===== src/rtl/uart_tx_fifo.sv =====
// Circular byte FIFO feeding a UART transmitter: starts one frame at a time, pops on tx_done_tick.
// Optional sticky overflow flag and its clear input exist only when UART_TX_FIFO_OVF_EN is defined.
module uart_tx_fifo #(
   parameter int DBIT   = 8,
   parameter int ADDR_W = 4
) (
   input  logic              clk,
   input  logic              reset_n,
   input  logic              wr,
   input  logic [DBIT-1:0]   w_data,
   output logic              full,
   output logic              empty,
   output logic [ADDR_W:0]   count,
   output logic              tx_start,
   output logic [DBIT-1:0]   tx_din,
   input  logic              tx_done_tick
`ifdef UART_TX_FIFO_OVF_EN
   ,
   output logic              overflow,
   input  logic              ovf_clr
`endif
);

   localparam int DEPTH = 1 << ADDR_W;
   localparam logic [ADDR_W:0]   CNT_FULL = (ADDR_W+1)'(DEPTH);
   localparam logic [ADDR_W:0]   CNT_ONE  = (ADDR_W+1)'(1);
   localparam logic [ADDR_W-1:0] PTR_ONE  = ADDR_W'(1);

   typedef enum logic [1:0] {IDLE, START, BUSY} state_t;

   state_t            state_q, state_d;
   logic [ADDR_W-1:0] w_ptr_q, w_ptr_d, r_ptr_q, r_ptr_d;
   logic [ADDR_W:0]   count_q, count_d;
   logic              full_q, full_d, empty_q, empty_d;
   logic [DBIT-1:0]   mem [0:DEPTH-1];
   logic              pop, wr_acc;

   assign pop    = (state_q == BUSY) && tx_done_tick;
   // A pop frees the head slot at the same edge, so a full FIFO can still take a write.
   assign wr_acc = wr && (!full_q || pop);

   always_comb begin
      w_ptr_d = w_ptr_q;
      r_ptr_d = r_ptr_q;
      count_d = count_q;
      if (wr_acc) w_ptr_d = w_ptr_q + PTR_ONE;
      if (pop)    r_ptr_d = r_ptr_q + PTR_ONE;
      case ({wr_acc, pop})
         2'b10:   count_d = count_q + CNT_ONE;
         2'b01:   count_d = count_q - CNT_ONE;
         default: count_d = count_q;
      endcase
      full_d  = (count_d == CNT_FULL);
      empty_d = (count_d == '0);
   end

   always_comb begin
      state_d  = state_q;
      tx_start = 1'b0;
      case (state_q)
         IDLE:    if (!empty_q) state_d = START;
         START: begin
            tx_start = 1'b1;
            state_d  = BUSY;
         end
         BUSY:    if (tx_done_tick) state_d = IDLE;
         default: state_d = IDLE;
      endcase
   end

   always_ff @(posedge clk or negedge reset_n) begin
      if (!reset_n) begin
         state_q <= IDLE;
         w_ptr_q <= '0;
         r_ptr_q <= '0;
         count_q <= '0;
         full_q  <= 1'b0;
         empty_q <= 1'b1;
      end else begin
         state_q <= state_d;
         w_ptr_q <= w_ptr_d;
         r_ptr_q <= r_ptr_d;
         count_q <= count_d;
         full_q  <= full_d;
         empty_q <= empty_d;
      end
   end

   // Storage is deliberately left out of reset.
   always_ff @(posedge clk) begin
      if (wr_acc) mem[w_ptr_q] <= w_data;
   end

   assign tx_din = mem[r_ptr_q];
   assign full   = full_q;
   assign empty  = empty_q;
   assign count  = count_q;

`ifdef UART_TX_FIFO_OVF_EN
   logic ovf_q, ovf_d;

   always_comb begin
      ovf_d = ovf_q;
      if (ovf_clr)               ovf_d = 1'b0;
      if (wr && full_q && !pop)  ovf_d = 1'b1;
   end

   always_ff @(posedge clk or negedge reset_n) begin
      if (!reset_n) ovf_q <= 1'b0;
      else          ovf_q <= ovf_d;
   end

   assign overflow = ovf_q;
`endif

endmodule

===== config.mk =====
export PLATFORM = sky130hd
export DESIGN_NAME = uart_tx_fifo
export DESIGN_NICKNAME = d
export VERILOG_FILES = /design/src/rtl/uart_tx_fifo.sv
export SDC_FILE = /design/constraint.sdc
export NUM_CORES = 1
export LEC_CHECK = 0
export CORE_MARGIN = 3
export CORE_UTILIZATION = 28
export CTS_CLUSTER_DIAMETER = 80
export CTS_CLUSTER_SIZE = 28
export DETAILED_ROUTE_END_ITERATION = 7
export PLACE_DENSITY = 0.45
export SLEW_MARGIN = 10
export SYNTH_ARGS = -nofsm -noshare
export SYNTH_HDL_FRONTEND = slang
export SYNTH_SLANG_ARGS = --single-unit

===== constraint.sdc =====
create_clock -name clk -period 2.8 [get_ports clk]
set_clock_uncertainty 0.1 [all_clocks]
set_input_delay 0.28 -clock clk [delete_from_list [all_inputs] [get_ports clk]]
set_output_delay 0.28 -clock clk [all_outputs]
set_load 0.02 [all_outputs]

### Word level (Yosys, flattened, before mapping)

Memories as Yosys holds them, arrays and structs flattened.
Cells that the tools add are included.

| word-level totals | value |
|---|---|
| bits in registers | 17 |
| memories kept | 1 |
| logic and storage cells | 32 |
| memory bits (writable) | 128 |

| operators by class | value |
|---|---|
| add/subtract/negate cells | 4 |
| reduce and logical (&&, ||, !) cells | 7 |
| mux-type cells | 7 |
| equality and inequality tests | 7 |

Memory list:

| memory | words | bits a word | rd ports | clocked after memory_dff | wr ports | RTL line | source |
|---|---|---|---|---|---|---|---|
| mem | 16 | 8 | 1 | 0 | 1 | 35 | `logic [DBIT-1:0] mem [0:DEPTH-1];` |

Operators with widths:

| kind | number |
|---|---|
| case mux 5 bit (2 select lines) | 1 |
| adder 4 x 1 -> 4 bit, second input constant | 2 |
| case mux 2 bit (3 select lines) | 1 |
| adder 5 x 1 -> 5 bit, second input constant | 1 |
| equality test 5 bit, second input constant | 1 |
| zero test 5 bit | 1 |
| subtractor 5 x 1 -> 5 bit, second input constant | 1 |
| equality test 2 x 1 -> 1 bit, second input constant | 2 |
| equality test 2 bit, second input constant | 2 |
| 2-to-1 mux 2 bit | 2 |
| != test 2 bit, second input constant | 2 |
| 2-to-1 mux 1 bit | 3 |
| logical AND 1 bit | 2 |
| zero test 2 bit | 1 |
| AND reduction 2 bit | 1 |
| zero test 1 bit | 1 |
| logical OR 1 bit | 1 |

### Longest topological paths before layout

| logic depth | value |
|---|---|
| word-level depth | 7 |
| gate-level depth with buffers | 12 |
| gate-level depth less buffers | 10 |

### Worst setup path after synthesis

OpenSTA, ideal clock, no wires.

| path | value |
|---|---|
| kind | register to register |
| start point | reg state_q[0] |
| end point | reg empty_q, in the netlist empty |
| arrival | 2.788 ns |
| path buffers | 2 |
| library setup time | 0.063 ns |
| cell stages (with the launch flop) | 13 |
| setup slack | -0.152 ns |
| path through | dfrtp_1 -> and3b_1 -> buf_2 -> o21a_1 -> inv_2 -> ha_1 -> buf_2 -> xor2_1 -> ha_1 -> a21oi_1 -> mux2_2 -> mux2_2 -> and4bb_1 |

| between the ends | value |
|---|---|
| longest elaborated chain between the ends | 7 |

Ends and longest elaborated chain:

| what | RTL line | source |
|---|---|---|
| from (decl) | 31 | `state_t state_q, state_d;` |
| from (signal assigned) | 80 | `state_q <= state_d;` |
| equality test 2 bit * | 38 | `assign pop = (state_q == BUSY) && tx_done_tick;` |
| logical AND 1 bit * | 38 |  |
| net pop | 36 | `logic pop, wr_acc;` |
| logical OR 1 bit | 40 | `assign wr_acc = wr && (!full_q \|\| pop);` |
| logical AND 1 bit | 40 |  |
| equality test 2 x 1 -> 1 bit or equality test 2 bit (tied branches) | 48 | `case ({wr_acc, pop})` |
| case mux 5 bit (2 select lines) * | 48 |  |
| zero test 5 bit * | 54 | `empty_d = (count_d == '0);` |
| net empty_d | 34 | `logic full_q, full_d, empty_q, empty_d;` |
| to (signal assigned) | 85 | `empty_q <= empty_d;` |
| to (decl) | 34 |  |

Mark *: on every way through the listed nets, which the timed path passes. The rest lies on a longest branch.
A chain may end at the register's enable or synchronous reset.

### Worst setup path in the final report

| path | value |
|---|---|
| start point | reg r_ptr_q[0] |
| end point | out tx_din[4] |

| between the ends | value |
|---|---|
| longest elaborated chain between the ends | 1 |

Ends and longest elaborated chain:

| what | RTL line | source |
|---|---|---|
| from (decl) | 32 | `logic [ADDR_W-1:0] w_ptr_q, w_ptr_d, r_ptr_q, r_ptr_d;` |
| from (signal assigned) | 82 | `r_ptr_q <= r_ptr_d;` |
| memory read (16 x 8 bit) | n/a |  |
| to (decl) | 15 | `output logic [DBIT-1:0] tx_din,` |

Every way passes these cells.

==> flow_metrics.py <==
metrics = {
    "finish": {
        "sequential_cell_area_um2": 4270,
        "layout-area-overhead-vs-synth_pct": 22.5,
        "multi_input_area_um2": 1630,
        "number_of_fill_cells_in_the_layout": 1994,
        "finalNetCount": 379,
        "insertedDiodeCount": 0,
        "stdcell_area_um2": 7370,
        "final_core_util_pct": 35.0,
        "post_route_cells_drive_above_1_share_pct": 29.3,
    },
    "clock_network": {
        "cts.reportedPaths.clkPinSlew_ps": 60,
        "cts_inserted_buffers": 17,
        "post_cts_hold_buffer_count": 0,
        "clk_path_buf_depth": 2,
        "numClockSinks": 145,
        "ctsRootBufferMaster": "sky130_fd_sc_hd__clkbuf_16",
        "ctsHtreeMaxLevel": 4,
        "clkLatencyLatePin_ps": 420,
        "tritoncts": "done",
    },
    "route": {
        "drc": 0,
        "detail_route.first_pass.iterations": 4,
        "detailroute.via_count": 2974,
        "remaining_number_of_nets_flagged_by_the_antenna_check_after_routing": 0,
        "routed_wl_um": 13300,
        "wire_per_inst_um": 20.6,
        "drt-vias-per-instance": 4.62,
        "drt_iter0_markers": 201,
    },
    "floorplan": {
        "rows": 53,
        "die_x_um": 153,
        "die-height_um": 153,
        "design.die.area_um2": 23300,
        "start_util_pct": 28.5,
        "core_region_area_um2": 21100,
        "io-pin-count": 28,
    },
    "pwr": {
        "leakage_nw": 2.53,
        "cellPowerDensity_nw_per_um2": 1000,
        "power.ir.vdd_worst_uv": 500,
        "total_power_mw": 7.39,
    },
    "synthesis": {
        "synth-seq-area-share_pct": 70.9,
        "async_set_or_reset_flop_fraction_in_the_synthesized_netlist_pct": 11.7,
        "synth_top_area_share_pct": 63.9,
        "synth_warnings": 0,
        "yosys_register_bits": 145,
        "synth_commonest_cells": "sky130_fd_sc_hd__edfxtp_1 (128), sky130_fd_sc_hd__mux4_1 (30), sky130_fd_sc_hd__dfrtp_1 (16)",
        "synth.distinct_cells": 42,
        "syn-mean-instance-area_um2": 20.8,
        "synthCells": 290,
        "synthFlopType": "sky130_fd_sc_hd__edfxtp_1",
        "synth_largest_area_cell": "sky130_fd_sc_hd__edfxtp_1",
        "mappedNetlistArea_um2": 6020,
        "syn_nets": 310,
        "post_synth_main_area_contributors": "sky130_fd_sc_hd__edfxtp_1 (64%), sky130_fd_sc_hd__mux4_1 (13%), sky130_fd_sc_hd__dfrtp_1 (6.7%), sky130_fd_sc_hd__mux4_2 (3.7%), sky130_fd_sc_hd__ha_1 (1.7%)",
        "synth_edf_count": 128,
        "synthMostInstantiatedCell": "sky130_fd_sc_hd__edfxtp_1",
    },
    "timing": {
        "slew_headroom_pct": 46.7,
        "hold_viol": 0,
        "timing.hold.ws_ps": 227,
        "setup-violations-final": 0,
        "timing.final.max_slew_violations": 0,
        "final.setup.worst_slack_ps": 94.5,
        "fmaxAchievable_mhz": 370,
        "fin_crit_sh_pct": 96.6,
        "worstMarginPinSlew_ps": 797,
        "min_period_ps": 2710,
        "grt_setup_unrepaired": "no",
    },
    "place": {
        "post_dp_cell_area_um2": 6880,
        "post-place-ws_ps": -173,
        "port_buffers": 27,
        "detailed_place_hpwl_um": 8420,
        "gp_congestion": 0.734,
    },
    "setup_path": {
        "critPathArrivalTime_ps": 2330,
        "ff2ff_path_depth": 11,
        "critical_path_start_end_classification": "reg2out",
        "critical_path.max_fanout": 10,
        "critical_path_launch_point_type": "flip-flop",
        "worst_ep_required_time_ps": 2420,
        "worstSetupEndpointType": "output port",
    },
    "grt": {
        "grt_usage_pct": 12.0,
        "grt_start_max_net_pins": 26,
        "overflow": 0,
        "grt_antenna_before_repair": 0,
        "vias_in_the_first_global_route": 3256,
        "grt_first_pass_wirelength_um": 20400,
    },
    "run": {
        "maxcap_violations": 0,
    },
    "min_path": {
        "hold_path_class": "in2async",
    },
    "outcome": {
        "outcome": "finished clean",
    },
}
## logic make-up (layout without fill, tap and decap cells)
logic type	count (synthesis)	in the layout	synth area share, %
AOI/OAI and AO/OA	17	17	1.97
buffers and inverters	25	104	2.20
adders and majority gates	8	8	1.66
and+or+nand+nor	41	41	4.14
xor gates and xnor gates	9	9	1.31
muxes	45	45	17.8
DFF	145	145	70.9
## stage by stage
step | std cells | TNS, ps
floorplan | 290 | 0
global placement | 613 | -262
detailed placement | 613 | -295
CTS | 644 | 0
global route | 644 | 0
finish | 644 | 0
## flip-flops by register name (all words and copies together) (netlist names)
register	count
empty	1
mem	128
full	1
count	5
state_q	2
w_ptr_q	4
r_ptr_q	4
## per-layer routing
metal  track usage [%]  part of all wire [%]  vias to the layer above
met1              15.3                    45                     1564
met3              3.52                   3.3                       16
met5                 0                     0                        -
met2              19.4                    50                       58
met4              4.79                   1.8                        0
li1                  -                     -                     1336
## cell usage in the layout, fill, tap and decap left out, types with 3 or more instances in the layout
cell type	Yosys	routed
sky130_fd_sc_hd__edfxtp_1	128	128
sky130_fd_sc_hd__buf_4	0	36
sky130_fd_sc_hd__mux4_1	30	22
sky130_fd_sc_hd__clkdlybuf4s50_1	0	19
sky130_fd_sc_hd__mux4_2	10	18
sky130_fd_sc_hd__clkbuf_16	0	17
sky130_fd_sc_hd__dfrtp_1	16	15
sky130_fd_sc_hd__and2_1	9	9
sky130_fd_sc_hd__inv_1	8	8
sky130_fd_sc_hd__xnor2_1	7	7
sky130_fd_sc_hd__ha_1	8	7
sky130_fd_sc_hd__buf_2	4	7
sky130_fd_sc_hd__nor2_1	6	6
sky130_fd_sc_hd__mux2_2	5	5
sky130_fd_sc_hd__nor3b_1	5	5
sky130_fd_sc_hd__o21ai_0	5	4
sky130_fd_sc_hd__nand2_1	4	4
sky130_fd_sc_hd__nor4_2	0	4
sky130_fd_sc_hd__clkinv_1	0	4
sky130_fd_sc_hd__nor2b_1	3	3
sky130_fd_sc_hd__buf_12	0	3
## cell type report
type,count,area share [%]
clock inverter,12,1.31
multi-input combinational,120,22.1
inverter,9,0.492
clock buffer,17,5.77
sequential,145,57.9
tap,275,4.67
timing repair buffer,66,7.74
## where the power goes
part           switching, mW  internal, mW  total (mW)
clock                  0.830          1.19        2.02
sequential             0.250          2.67        2.92
combinational           1.21          1.24        2.45
## path summary, 6_finish.rpt
kind / slack [ps] / to / startpoint
max: 90 / tx_din[4] / r_ptr_q[0]
max reg2reg: 150 / empty / state_q[0]
max in group asynchronous: 1820 / r_ptr_q[0] / reset_n
min reg2reg: 370 / state_q[0] / state_q[0]
min in group clk: 370 / state_q[0] / state_q[0]
min: 230 / state_q[1] / reset_n
## timing repair
item / in CTS / in global routing
buffers inserted: 1 / 1
setup endpoints to repair: 8 / 4
cloned: 1 / 0
gates resized for setup: 43 / 4
## critical path: stages (launching register included)
cell and delay, ps:
sky130_fd_sc_hd__dfrtp_2 430, sky130_fd_sc_hd__buf_8 170, sky130_fd_sc_hd__mux4_1 610, sky130_fd_sc_hd__mux4_2 510, sky130_fd_sc_hd__buf_2 180
(Power assumes the default switching activity.)
